--- src/rtl/cache_arbiter_pkg.sv ---
// Shared types for the cache arbiter: bus widths, FSM state encoding and requester port IDs.
package cache_arbiter_pkg;

  localparam int WIDTH         = 32;
  localparam int MASK_W        = WIDTH / 8;
  localparam int A_STATE_WIDTH = 2;

  typedef enum logic [A_STATE_WIDTH-1:0] {
    A_IDLE  = 2'd0,
    A_ISSUE = 2'd1,
    A_BUSY  = 2'd2,
    A_RESP  = 2'd3
  } arb_state_e;

  localparam logic PORT_IFU = 1'b0;
  localparam logic PORT_LSU = 1'b1;

endpackage

--- src/rtl/cache_arbiter_rr_grant.sv ---
// Two-input grant logic plus priority pointer.
// CACHE_ARB_RR_EN selects round-robin; otherwise RR_INIT is a fixed winner on ties.
module rr_grant
  import cache_arbiter_pkg::*;
#(
  parameter logic RR_INIT = PORT_IFU
) (
  input  logic       clk,
  input  logic       rst,
  input  logic [1:0] req_i,
  input  logic       update_i,
  input  logic       owner_i,
  output logic       grant_o
);

  logic ptr_q, ptr_d;

`ifdef CACHE_ARB_RR_EN
  // After a completion the other port gets priority, bounding its wait to one transaction.
  always_comb ptr_d = update_i ? ~owner_i : ptr_q;
`else
  logic unused_update;
  assign unused_update = update_i ^ owner_i;
  always_comb ptr_d = ptr_q;
`endif

  always_ff @(posedge clk or posedge rst) begin
    if (rst) ptr_q <= RR_INIT;
    else     ptr_q <= ptr_d;
  end

  always_comb begin
    case (req_i)
      2'b01:   grant_o = PORT_IFU;
      2'b10:   grant_o = PORT_LSU;
      default: grant_o = ptr_q;
    endcase
  end

endmodule

--- src/rtl/cache_arbiter.sv ---
// Shares a single-ported, level-handshake cache between IFU (port 0) and LSU (port 1).
// Grant policy comes from rr_grant (round-robin when CACHE_ARB_RR_EN is defined).
module cache_arbiter
  import cache_arbiter_pkg::*;
#(
  parameter logic RR_INIT = 1'b0
) (
  input  logic              clk,
  input  logic              rst,
  input  logic              p0_req_valid,
  output logic              p0_req_ready,
  input  logic [WIDTH-1:0]  p0_req_addr,
  input  logic [WIDTH-1:0]  p0_req_data,
  input  logic [MASK_W-1:0] p0_req_mask,
  output logic              p0_resp_valid,
  output logic [WIDTH-1:0]  p0_resp_data,
  input  logic              p1_req_valid,
  output logic              p1_req_ready,
  input  logic [WIDTH-1:0]  p1_req_addr,
  input  logic [WIDTH-1:0]  p1_req_data,
  input  logic [MASK_W-1:0] p1_req_mask,
  output logic              p1_resp_valid,
  output logic [WIDTH-1:0]  p1_resp_data,
  output logic              c_req_valid,
  output logic [WIDTH-1:0]  c_req_addr,
  output logic [WIDTH-1:0]  c_req_data,
  output logic [MASK_W-1:0] c_req_mask,
  input  logic              c_resp_valid,
  input  logic [WIDTH-1:0]  c_resp_data
);

  arb_state_e        state_q, state_d;
  logic              owner_q;
  logic              busy_first_q;
  logic [WIDTH-1:0]  addr_q, data_q, resp_data_q;
  logic [MASK_W-1:0] mask_q;
  logic              grant, accept, capture, update;

  rr_grant #(.RR_INIT(RR_INIT)) u_rr_grant (
    .clk      (clk),
    .rst      (rst),
    .req_i    ({p1_req_valid, p0_req_valid}),
    .update_i (update),
    .owner_i  (owner_q),
    .grant_o  (grant)
  );

  assign accept  = p0_req_ready | p1_req_ready;
  // The cache's idle level lags the request by a cycle, so the first BUSY cycle is ignored.
  assign capture = (state_q == A_BUSY) && !busy_first_q && c_resp_valid;

  // NOTE: sequential state uses non-blocking assignments so every flop samples pre-edge values.
  always_ff @(posedge clk or posedge rst) begin
    if (rst) state_q <= A_IDLE;
    else     state_q <= state_d;
  end

  // NOTE: every output of a combinational block gets a default first, so no latch is inferred.
  always_comb begin
    state_d = state_q;
    case (state_q)
      A_IDLE:  if (accept)       state_d = A_ISSUE;
      A_ISSUE: if (c_resp_valid) state_d = A_BUSY;
      A_BUSY:  if (capture)      state_d = A_RESP;
      A_RESP:                    state_d = A_IDLE;
      default:                   state_d = A_IDLE;
    endcase
  end

  always_comb begin
    p0_req_ready  = 1'b0;
    p1_req_ready  = 1'b0;
    p0_resp_valid = 1'b0;
    p1_resp_valid = 1'b0;
    c_req_valid   = 1'b0;
    update        = 1'b0;
    case (state_q)
      A_IDLE: begin
        p0_req_ready = (grant == PORT_IFU) && p0_req_valid;
        p1_req_ready = (grant == PORT_LSU) && p1_req_valid;
      end
      A_ISSUE: c_req_valid = c_resp_valid;
      A_RESP: begin
        p0_resp_valid = (owner_q == PORT_IFU);
        p1_resp_valid = (owner_q == PORT_LSU);
        update        = 1'b1;
      end
      default: ;
    endcase
  end

  // Request fields stay frozen from accept until the next accept; the cache rereads them during refill.
  always_ff @(posedge clk or posedge rst) begin
    if (rst) begin
      owner_q      <= PORT_IFU;
      busy_first_q <= 1'b0;
      addr_q       <= '0;
      data_q       <= '0;
      mask_q       <= '0;
      resp_data_q  <= '0;
    end else begin
      busy_first_q <= (state_q == A_ISSUE);
      if (accept) begin
        owner_q <= grant;
        addr_q  <= (grant == PORT_LSU) ? p1_req_addr : p0_req_addr;
        data_q  <= (grant == PORT_LSU) ? p1_req_data : p0_req_data;
        mask_q  <= (grant == PORT_LSU) ? p1_req_mask : p0_req_mask;
      end
      if (capture) resp_data_q <= c_resp_data;
    end
  end

  assign c_req_addr   = addr_q;
  assign c_req_data   = data_q;
  assign c_req_mask   = mask_q;
  assign p0_resp_data = resp_data_q;
  assign p1_resp_data = resp_data_q;

`ifndef SYNTHESIS
  a_p0_valid_held: assert property (@(posedge clk) disable iff (rst)
    (p0_req_valid && !p0_req_ready) |=> p0_req_valid);
  a_p1_valid_held: assert property (@(posedge clk) disable iff (rst)
    (p1_req_valid && !p1_req_ready) |=> p1_req_valid);
  a_one_ready: assert property (@(posedge clk) disable iff (rst)
    !(p0_req_ready && p1_req_ready));
`endif

endmodule

--- config.mk ---
export PLATFORM = sky130hd
export DESIGN_NAME = cache_arbiter
export DESIGN_NICKNAME = d
export VERILOG_FILES = /design/src/rtl/cache_arbiter_pkg.sv /design/src/rtl/cache_arbiter_rr_grant.sv /design/src/rtl/cache_arbiter.sv
export SDC_FILE = /design/constraint.sdc
export NUM_CORES = 1
export LEC_CHECK = 0
export ABC_AREA = 0
export CAP_MARGIN = 20
export CORE_AREA = 2 2 120 122
export CTS_CLUSTER_DIAMETER = 150
export CTS_CLUSTER_SIZE = 25
export DETAILED_ROUTE_END_ITERATION = 12
export DIE_AREA = 0 0 122 124
export GPL_ROUTABILITY_DRIVEN = 0
export PLACE_DENSITY_LB_ADDON = 0.05
export SLEW_MARGIN = 20
export SYNTH_ARGS = -nofsm -noshare
export SYNTH_HDL_FRONTEND = slang
export SYNTH_SLANG_ARGS = --single-unit
--- constraint.sdc ---
create_clock -name clk -period 5 [get_ports clk]
set_input_delay 1 -clock clk [delete_from_list [all_inputs] [get_ports clk]]
set_output_delay 1 -clock clk [all_outputs]
set_load 0.01 [all_outputs]
==> summary.txt <==
Placed design
  • Final HPWL DP: 10600 µm
  • Port Buffer Count: 309
  • Total placed cells including tap cells: 858
  • Place WS: 1.56 ns
  • Placed instance area: 7810 µm²

Layout
  • Final cell utilization of the core: 0.595
  • Final nets: 868
  • Fill cell count: 1176
  • Area taken by multi-input logic gates: 1830 µm²
  • Count of inserted antenna diode cells: 0
  • Final instance area: 8160 µm²
  • Sequential Area: 2600 µm²
  • Fraction of final layout cells with drive strength greater than 1: 0.0806
  • Relative area change from synthesis to final layout: 68.1%
  • Filler-free cell count of the finished design: 875

Setup path
  • Type of the worst setup path: input pin to output port
  • Required time of the worst setup path: 4.00 ns
  • Worst-path fanout max: 4
  • Arr. time, crit path: 2.45 ns
  • Critical Path Source Type: input pin
  • Endpoint kind of the worst setup timing path: output port

Drt
  • Count of antenna-violating nets left after detailed routing: 0
  • Wire length reported by the detailed router: 13600 µm
  • Total number of vias: 3987
  • DRC viols: 0
  • Wire length per cell: 15.5 µm
  • First drt pass iteration count: 4
  • Number of DRC violations after detailed-routing iteration 0: 147
  • Avg Vias per Cell: 4.56

Timing
  • Maximum clock frequency: 0.290 GHz
  • Worst setup margin: 1.55 ns
  • Ratio of final minimum period to clock period: 0.691
  • Number of slew-limit violations in the final report: 0
  • Worst hold margin: 0.477 ns
  • Setup Viol. Count Final: 0
  • Transition time of the tightest slew-check pin: 0.830 ns
  • Relative slew slack: 0.446
  • Minimum clock period: 3.45 ns
  • Final number of hold-violating endpoints: 0
  • Worst clock skew: 0.00684 ns
  • Total Neg Setup Slack: 0 ns
  • RSZ-0062 raised after global routing: false

Synthesis
  • Count of flip-flops with a built-in enable after synthesis: 0
  • Top post-synthesis cells by area: dfrtp_1 54%, mux2i_1 14%, mux2_2 7.7%, o21ai_0 6.1%, nand2_1 5.3%
  • Most used DFF post-synth: dfrtp_1
  • Library cells used by synthesis: 25
  • Yosys warning count: 0
  • Area of the mapped netlist: 4850 µm²
  • Post-synthesis net count: 600
  • Share of flip-flops with an asynchronous set or reset after synthesis: 1.00
  • Number of flip-flops and latches in the synthesized netlist: 104
  • Post-Synthesis Mean Instance Area: 11.5 µm²
  • Yosys top cell area share: 0.536
  • Sequential-to-total area share from yosys stat: 0.536
  • Post-Syn Instances: 422
  • Largest area contributor in the synthesized netlist: dfrtp_1

Clocking
  • Number of clock sinks seen by CTS: 104
  • Hold-fix buffers at CTS: 0
  • Clock root cell: clkbuf_16
  • Number of levels in the clock H-tree: 3
  • Clk_lat worst skew: 0.34 ns
  • Clock transition time at the flip-flop clock pins of the worst setup and hold paths: 0.06 ns
  • Number of buffers created by CTS: 9
  • Post-CTS setup-driven buffer insertion count: 0
  • CTS tree: done
  • Resized cells post-CTS: 0
  • Maximum number of buffers from clock root to sink: 2

Global routing
  • Maximum number of pins on one net before global-route repair: 137
  • First-pass GRT wire length: 20500 µm
  • Number of global-route vias before repair: 3946
  • Final global-route overflow total: 0
  • Total global routing track utilization: 0.179
  • Number of antenna violations at the first check in global routing: 0

Power
  • Worst vdd rail ir drop: 0.000236 V
  • Total power per unit cell area: 554 nW/µm²
  • Static Leakage: 3.42 nW
  • Power after layout: 4.52 mW

Floorplan
  • Rows: 43
  • Width of the die: 122 µm
  • Starting density of the core: 0.354
  • I/O pin count: 310
  • Vertical extent of the die: 124 µm
  • Placeable core area: 13700 µm²
  • Die area: 15100 µm²

Hold path
  • Tightest Hold Check Type: flop to flop

Status
  • Outcome: complete, no violations

Job
  • # Max-Cap Violations: 0
final cells by class:
class,instances,area share
multi-input combinational,258,0.224
timing repair buffer,314,0.388
tap,180,0.0276
inverter,3,0.00169
clock inverter,2,0.00429
sequential,104,0.319
clock buffer,14,0.0348
critical path, stage by stage:
cell             delay, ns
clkdlybuf4s50_1       0.59
nor2b_4               0.20
and2_1                0.14
clkdlybuf4s50_1       0.53
cell usage in the layout, fill, tap and decap left out, types with 4 or more instances in the layout:
master,instances
and2_1,4
mux2i_1,68
clkdlybuf4s50_1,309
ha_1,5
nand2_1,68
clkbuf_16,9
dfrtp_1,104
o21ai_0,59
clkbuf_8,4
mux2_2,33
o21ai_1,9
registers in the layout, indices dropped and copies added, names as in the netlist:
signal / cells
owner_q: 1
c_req_mask: 4
c_req_data: 32
c_req_addr: 32
state_q: 2
p0_resp_data: 32
busy_first_q: 1
synthesized netlist by cell type (2+ instances only):
master    number
buf_4         32
mux2_2        33
mux2i_1       68
clkbuf_1       9
nor2b_1        2
dfrtp_1      104
buf_6          6
o21ai_1        9
buf_2          8
nand2_1       68
o21ai_0       59
buf_12         2
inv_1          3
and2_1         4
ha_1           5
per-layer routing:
| layer | vias up | global-route usage | routed length (µm) |
|---|---|---|---|
| met2 | 191 | 0.322 | 7130 |
| met5 | - | 0 | 0 |
| li1 | 1940 | - | - |
| met4 | 0 | 0.0690 | 300 |
| met1 | 1836 | 0.198 | 4870 |
| met3 | 20 | 0.0577 | 1290 |
where the power goes:
group	total, mW	internal (mW)	leakage (nW)	switching (mW)
logic	2.28	1.34	1.99	0.939
clock network	0.733	0.442	0.159	0.291
registers	1.51	1.26	1.27	0.248
total	4.52	3.04	3.42	1.48
path summary, 6_finish.rpt:
check	start	end	slack, ns	cells after the start
worst max-delay path	p1_req_valid	p1_req_ready	1.55	4
worst min-delay path	c_req_data[30]	c_req_data[30]	0.48	2
worst max register to register	state_q[0]	state_q[1]	3.18	5
worst min register to register	c_req_data[30]	c_req_data[30]	0.48	2
max in group asynchronous	rst	c_req_data[31]	3.01	4
min in group asynchronous	rst	p0_resp_data[14]	0.98	2
kinds of logic after synthesis:
family | share of synthesized area
AND/OR/NAND/NOR | 0.0688
multiplexers | 0.217
AO/OA/AOI/OAI | 0.0760
adder cells (fa/ha/maj) | 0.0129
flip-flops | 0.536
buffers and inverters | 0.0892
No activity file was read; power rests on OpenSTA's default activity.
==> RTL edit 1, RTL diff (same settings) <==
Add a define of `CACHE_ARB_RR_EN`.
--- a/src/rtl/cache_arbiter_rr_grant.sv
+++ b/src/rtl/cache_arbiter_rr_grant.sv
@@ -1,5 +1,7 @@
 // Two-input grant logic plus priority pointer.
 // CACHE_ARB_RR_EN selects round-robin; otherwise RR_INIT is a fixed winner on ties.
+`define CACHE_ARB_RR_EN
+
 module rr_grant
   import cache_arbiter_pkg::*;
 #(
Behaviour: not the same (a bounded check fails within 10 cycles, from zero or initial values and one cycle with rst high).
==> RTL edit 1 against the unedited design <==
  * Wire length rose by 5.9%
  * Area after synthesis rose by 0.67%
  * Critical path depth rose by 2
  * Design area rose by 0.94%
  * Setup slack got worse by 0.44 ns
  * Global-route usage rose by 0.75 points
  * Sequential cell count rose by 1
  * Worst hold slack improved by 0.049 ns
  * Clock power rose by 0.5%
  * First-iteration DRC count fell by 13%
  * Core utilization rose by 0.56 points
  * Fmax fell by 11%
  * Power rose by 7.2%
  * Register-to-register slack got worse by 0.38 ns
==> RTL edit 1: results (changes against the unedited design) <==
- Met3 GRT Util: 8.471% (+2.7 points)
- Post-DP Area: 7924 µm² (+1.5%)
- Async SR Flop Fraction: 100.0% (unchanged)
- Ratio of cells with drive above 1 in the final layout: 8.499% (+0.44 points)
- Global-route usage over all layers: 18.67% (+0.75 points)
- First-pass GRT wire length: 21430 µm (+4.4%)
- Fillers: 1171 (-0.43%)
- Vias in the first global route: 4141 (+4.9%)
- Syn Area/Cell: 11.31 µm² (-1.7%)
- VDD IR max: 328.1 µV (+39%)
- Initial antenna violation count: 1 (+1)
- Rel. slew slack: 59.21% (+15 points)
- Max Slew Vio Count: 0 (unchanged)
- Register Area: 2628 µm² (+0.96%)
- Worst Path Arrival: 2.89 ns (+0.44 ns)
- XOR/XNOR Fraction of Synth Area: 0% (unchanged)
- Vias per std cell: 4.585 (+0.62%)
- Min-delay worst type: reg2reg
- Pre-CTS setup slack: 1.100 ns (-0.4583 ns)
- Adder-Cell Fraction of Synth Area: 1.793% (+0.50 points)
- Clock Path Buffers: 2 (unchanged)
- Antenna Diode Count: 0 (unchanged)
- Pin count of the biggest net entering global routing: 94 (-31%)
- Fin Clk Skew: 0.004748 ns (-0.002095 ns)
- Dpl cells: 870 (+1.4%)
- H-Tree Depth: 3 (unchanged)
- Post-synthesis sequential area ratio: 53.78% (+0.16 points)
- YS warnings: 0 (unchanged)
- Top cells by count, synth: 105 x dfrtp_1, 72 x nor2_1, 70 x mux2i_1
- Final wirelength: 14390 µm (+5.9%)
- Lkg Pwr: 3.560 nW (+4.0%)
- Compound-gate portion of the synthesized area: 7.631% (+0.026 points)
- Synth area leaders: dfrtp_1 54%, mux2i_1 14%, mux2_2 7.4%
- CTS clk-pin slew, worst paths: 0.07 ns
- Most frequent cell after synthesis: dfrtp_1
- Number of DRC markers in iteration 0: 128 (-13%)
- Multiplexer area fraction after synthesis: 22.33% (+0.65 points)
- Switch Pwr: 1.638 mW (+11%)
- Post-synthesis cell type count: 17 (-32%)
- Post-synthesis net count: 612 (+2.0%)
- Final #Nets: 881 (+1.5%)
- Run status: complete, no violations
- Crit Path Max Fanout: 3 (-1)
- HPWL Detailed: 11240 µm (+5.7%)
- Wire per inst: 16.24 µm (+4.5%)
- Global Route met1 Usage: 19.67% (-0.083 points)
- Met2 Use GR: 33.69% (+1.5 points)
RTL edit 1: changes by cell type in the layout (fill, tap and decap cells not counted), moves of 2 or more:
cell      change
o21ai_1       -9
inv_1         +4
o21ai_0      -59
a21oi_1      +68
ha_1          +2
nor2_1       +71
clkinv_2      +4
clkbuf_8      -4
nand2_1      -66
mux2_4        +2
o22a_1        +2
buf_4         +4
RTL edit 1: area by class of cell:
cell class	count	area share, %
Clock buffer	9	2.735
Clock inverter	7	1.033
Inverter	7	0.3495
Multi-Input combinational cell	262	22.88
Sequential cell	105	31.91
Tap cell	180	2.735
Timing Repair Buffer	316	38.35
RTL edit 1: path summary, 6_finish.rpt:
check	startpoint	end	slack, ns	depth (start not counted)
worst max-delay path	p0_req_valid	p1_req_ready	1.11	6
worst min-delay path	c_req_data[9]	c_req_data[9]	0.53	2
worst max register to register	u_rr_grant.ptr_q	c_req_data[5]	2.80	5
worst min register to register	c_req_data[9]	c_req_data[9]	0.53	2
max in group asynchronous	rst	c_req_addr[14]	3.02	3
min in group asynchronous	rst	p0_resp_data[7]	1.02	2
RTL edit 1: power groups by stage:
stage | logic (mW) | registers [mW] | clock network [mW]
3_5_place_dp | 2.60 | 1.56 | 0
6_report | 2.56 | 1.54 | 0.737
3_3_place_gp | 2.57 | 1.54 | 0
2_1_floorplan | 1.15 | 1.72 | 0
5_1_grt | 2.77 | 1.60 | 0.804
4_1_cts | 2.61 | 1.55 | 0.767
RTL edit 1: layer usage:
layer  up-vias  part of all wire, %
met5         -                    0
met4         0                  1.0
met3        13                   10
met2       177                   52
met1      1895                   37
li1       1977                    -
RTL edit 1: cell families after synthesis:
kind of cell | count (synthesis)
AOI/OAI and AO/OA | 72
adders and majority gates | 7
buffers and inverters | 65
DFF | 105
muxes | 104
and+or+nand+nor | 79
RTL edit 1: worst max-delay path, stage by stage:
cell and delay, ns:
clkdlybuf4s50_1 0.47, inv_1 0.06, ha_1 0.37, mux2_4 0.34, and3_1 0.19, clkdlybuf4s50_1 0.47
==> RTL edit 2, RTL diff (config.mk and constraints unchanged) <==
Made on the original files. Encoding of `arb_state_e`: now one-hot (4 bits for 4 states).
--- a/src/rtl/cache_arbiter_pkg.sv
+++ b/src/rtl/cache_arbiter_pkg.sv
@@ -5,11 +5,11 @@
   localparam int MASK_W        = WIDTH / 8;
   localparam int A_STATE_WIDTH = 2;
 
-  typedef enum logic [A_STATE_WIDTH-1:0] {
-    A_IDLE  = 2'd0,
-    A_ISSUE = 2'd1,
-    A_BUSY  = 2'd2,
-    A_RESP  = 2'd3
+  typedef enum logic [3:0] {
+    A_IDLE  = 4'b0001,
+    A_ISSUE = 4'b0010,
+    A_BUSY  = 4'b0100,
+    A_RESP  = 4'b1000
   } arb_state_e;
 
   localparam logic PORT_IFU = 1'b0;
Behaviour: no difference found for any inputs over 4 cycles, from zero or initial values and one cycle with rst high; so few cycles prove little.
==> RTL edit 2 against the unedited design <==
  * Critical path depth unchanged
  * Setup slack better by 0.055 ns
  * Area after synthesis up 6.2%
  * Sequential cell count up 2
  * Wire length up 4.1%
  * Fmax up 1.6%
  * Design area up 2.7%
  * Power down 8.1%
  * Largest power group unchanged
==> RTL edit 2: results (changes against the unedited design) <==
- Initial antenna violation count: 0 (unchanged)
- Pre-CTS setup slack: 1.598 ns (+0.03956 ns)
- Number of DRC markers in iteration 0: 107 (-27%)
- Hold path startpoint: c_req_addr[1]
- Clock Path Buffers: 2 (unchanged)
- Final wirelength: 14150 µm (+4.1%)
- Crit Path Max Fanout: 4 (unchanged)
- Slowest stage delay, CP: 0.56 ns (-0.03 ns)
- Global-route usage over all layers: 18.11% (+0.19 points)
- Vias per std cell: 4.698 (+3.1%)
- Top cells by count, synth: 157 x mux2_2, 105 x dfrtp_1, 38 x buf_4
- First-pass GRT wire length: 20870 µm (+1.7%)
- Flop2flop setup slack: 2.60 ns (-0.58 ns)
- Lkg Pwr: 3.455 nW (+0.94%)
- Worst Path Arrival: 2.40 ns (-0.05 ns)
- H-Tree Depth: 3 (unchanged)
- Clock latency on the worst-skew pair: 0.34 ns (about the same)
- Run status: complete, no violations
- Post-synthesis cell type count: 27 (+8.0%)
- Post-synthesis sequential area ratio: 51.47% (-2.2 points)
- Setup bufs post-CTS: 0 (unchanged)
- Hold EP: c_req_addr[1]
- Pin count of the biggest net entering global routing: 83 (-39%)
- Main synth FF type: dfrtp_1
- Slew @ Worst Pin: 1.066 ns (+0.2353 ns)
- DR pass1 iterations: 4 (unchanged)
- Fillers: 1127 (-4.2%)
- Slowest CP cell: clkdlybuf4s50_1
- PostCTS Resize Cnt: 0 (unchanged)
- HPWL Detailed: 10520 µm (-1.1%)
- Internal Power: 2.908 mW (-4.5%)
- Synth area leaders: dfrtp_1 51%, mux2_2 34%, buf_4 5.5%
- Input/output buffers: 309 (unchanged)
- Worst hold path cell count: 1 (-1)
- Worst reg-to-reg path cell count: 3 (-2)
- Fin Clk Skew: 0.003599 ns (-0.003244 ns)
- Final #Nets: 797 (-8.2%)
- Min-delay worst type: reg2reg
- Post-synthesis net count: 525 (-13%)
- Fin Hold WS: 0.5033 ns (+0.02653 ns)
- R2r startpoint: state_q[0]
- Ratio of cells with drive above 1 in the final layout: 29.35% (+21 points)
- Vias in the first global route: 3954 (+0.20%)
- VDD IR max: 406.1 µV (+72%)
- Worst r2r dst: c_req_addr[5]
-- RTL edit 2: kinds of logic after synthesis --
logic type             after synthesis  share of synthesized area [%]
AOI/OAI and AO/OA                    7                         0.9707
and+or+nand+nor                     17                          2.378
muxes                              168                          37.35
buffers and inverters               54                          7.838
DFF                                106                          51.47
-- RTL edit 2: per-layer routing --
metal  share of wire, %  GRT usage, %
met1                 37         19.83
met2                 51         32.58
met3                9.8         5.769
met4                2.1         7.256
met5                  0             0
-- RTL edit 2: worst max-delay path: cells and delay by family --
kind                   cells  cell delay (ns)
buffers and inverters      2             1.10
and+or+nand+nor            2             0.30
-- RTL edit 2: area by class of cell --
cell class	instances	share of cell area [%]
clock buffer	14	3.032
tap	180	2.688
timing repair buffer	312	37.19
inverter	3	0.1941
multi-input combinational	192	25.22
sequential	106	31.68
-- RTL edit 2: how the worst max path moves through the flow --
stage	slack, ns	depth (start not counted)	startpoint	endpoint
2_1_floorplan	1.21	1	rst	busy_first_q
3_3_place_gp	1.61	4	p1_req_valid	p1_req_ready
3_5_place_dp	1.60	4	p1_req_valid	p1_req_ready
4_1_cts	1.60	4	p1_req_valid	p1_req_ready
5_1_grt	1.55	4	p1_req_valid	p1_req_ready
6_report	1.60	4	p1_req_valid	p1_req_ready
-- RTL edit 2: power groups by stage --
stage | logic, mW | clock network (mW) | registers (mW)
2_1_floorplan | 0.908 | 0 | 1.61
3_3_place_gp | 2.08 | 0 | 1.46
3_5_place_dp | 2.09 | 0 | 1.47
4_1_cts | 2.10 | 0.664 | 1.46
5_1_grt | 2.19 | 0.701 | 1.51
6_report | 2.07 | 0.635 | 1.46
-- RTL edit 2: per-stage QoR --
stage / instance area [µm²] / power (mW) / instances
finish: 8378 / 4.157 / 807
global route: 8378 / 4.403 / 807
CTS: 8376 / 4.229 / 807
detailed placement: 8122 / 3.565 / 793
global placement: 8122 / 3.535 / 793
floorplan: 5156 / 2.521 / 352
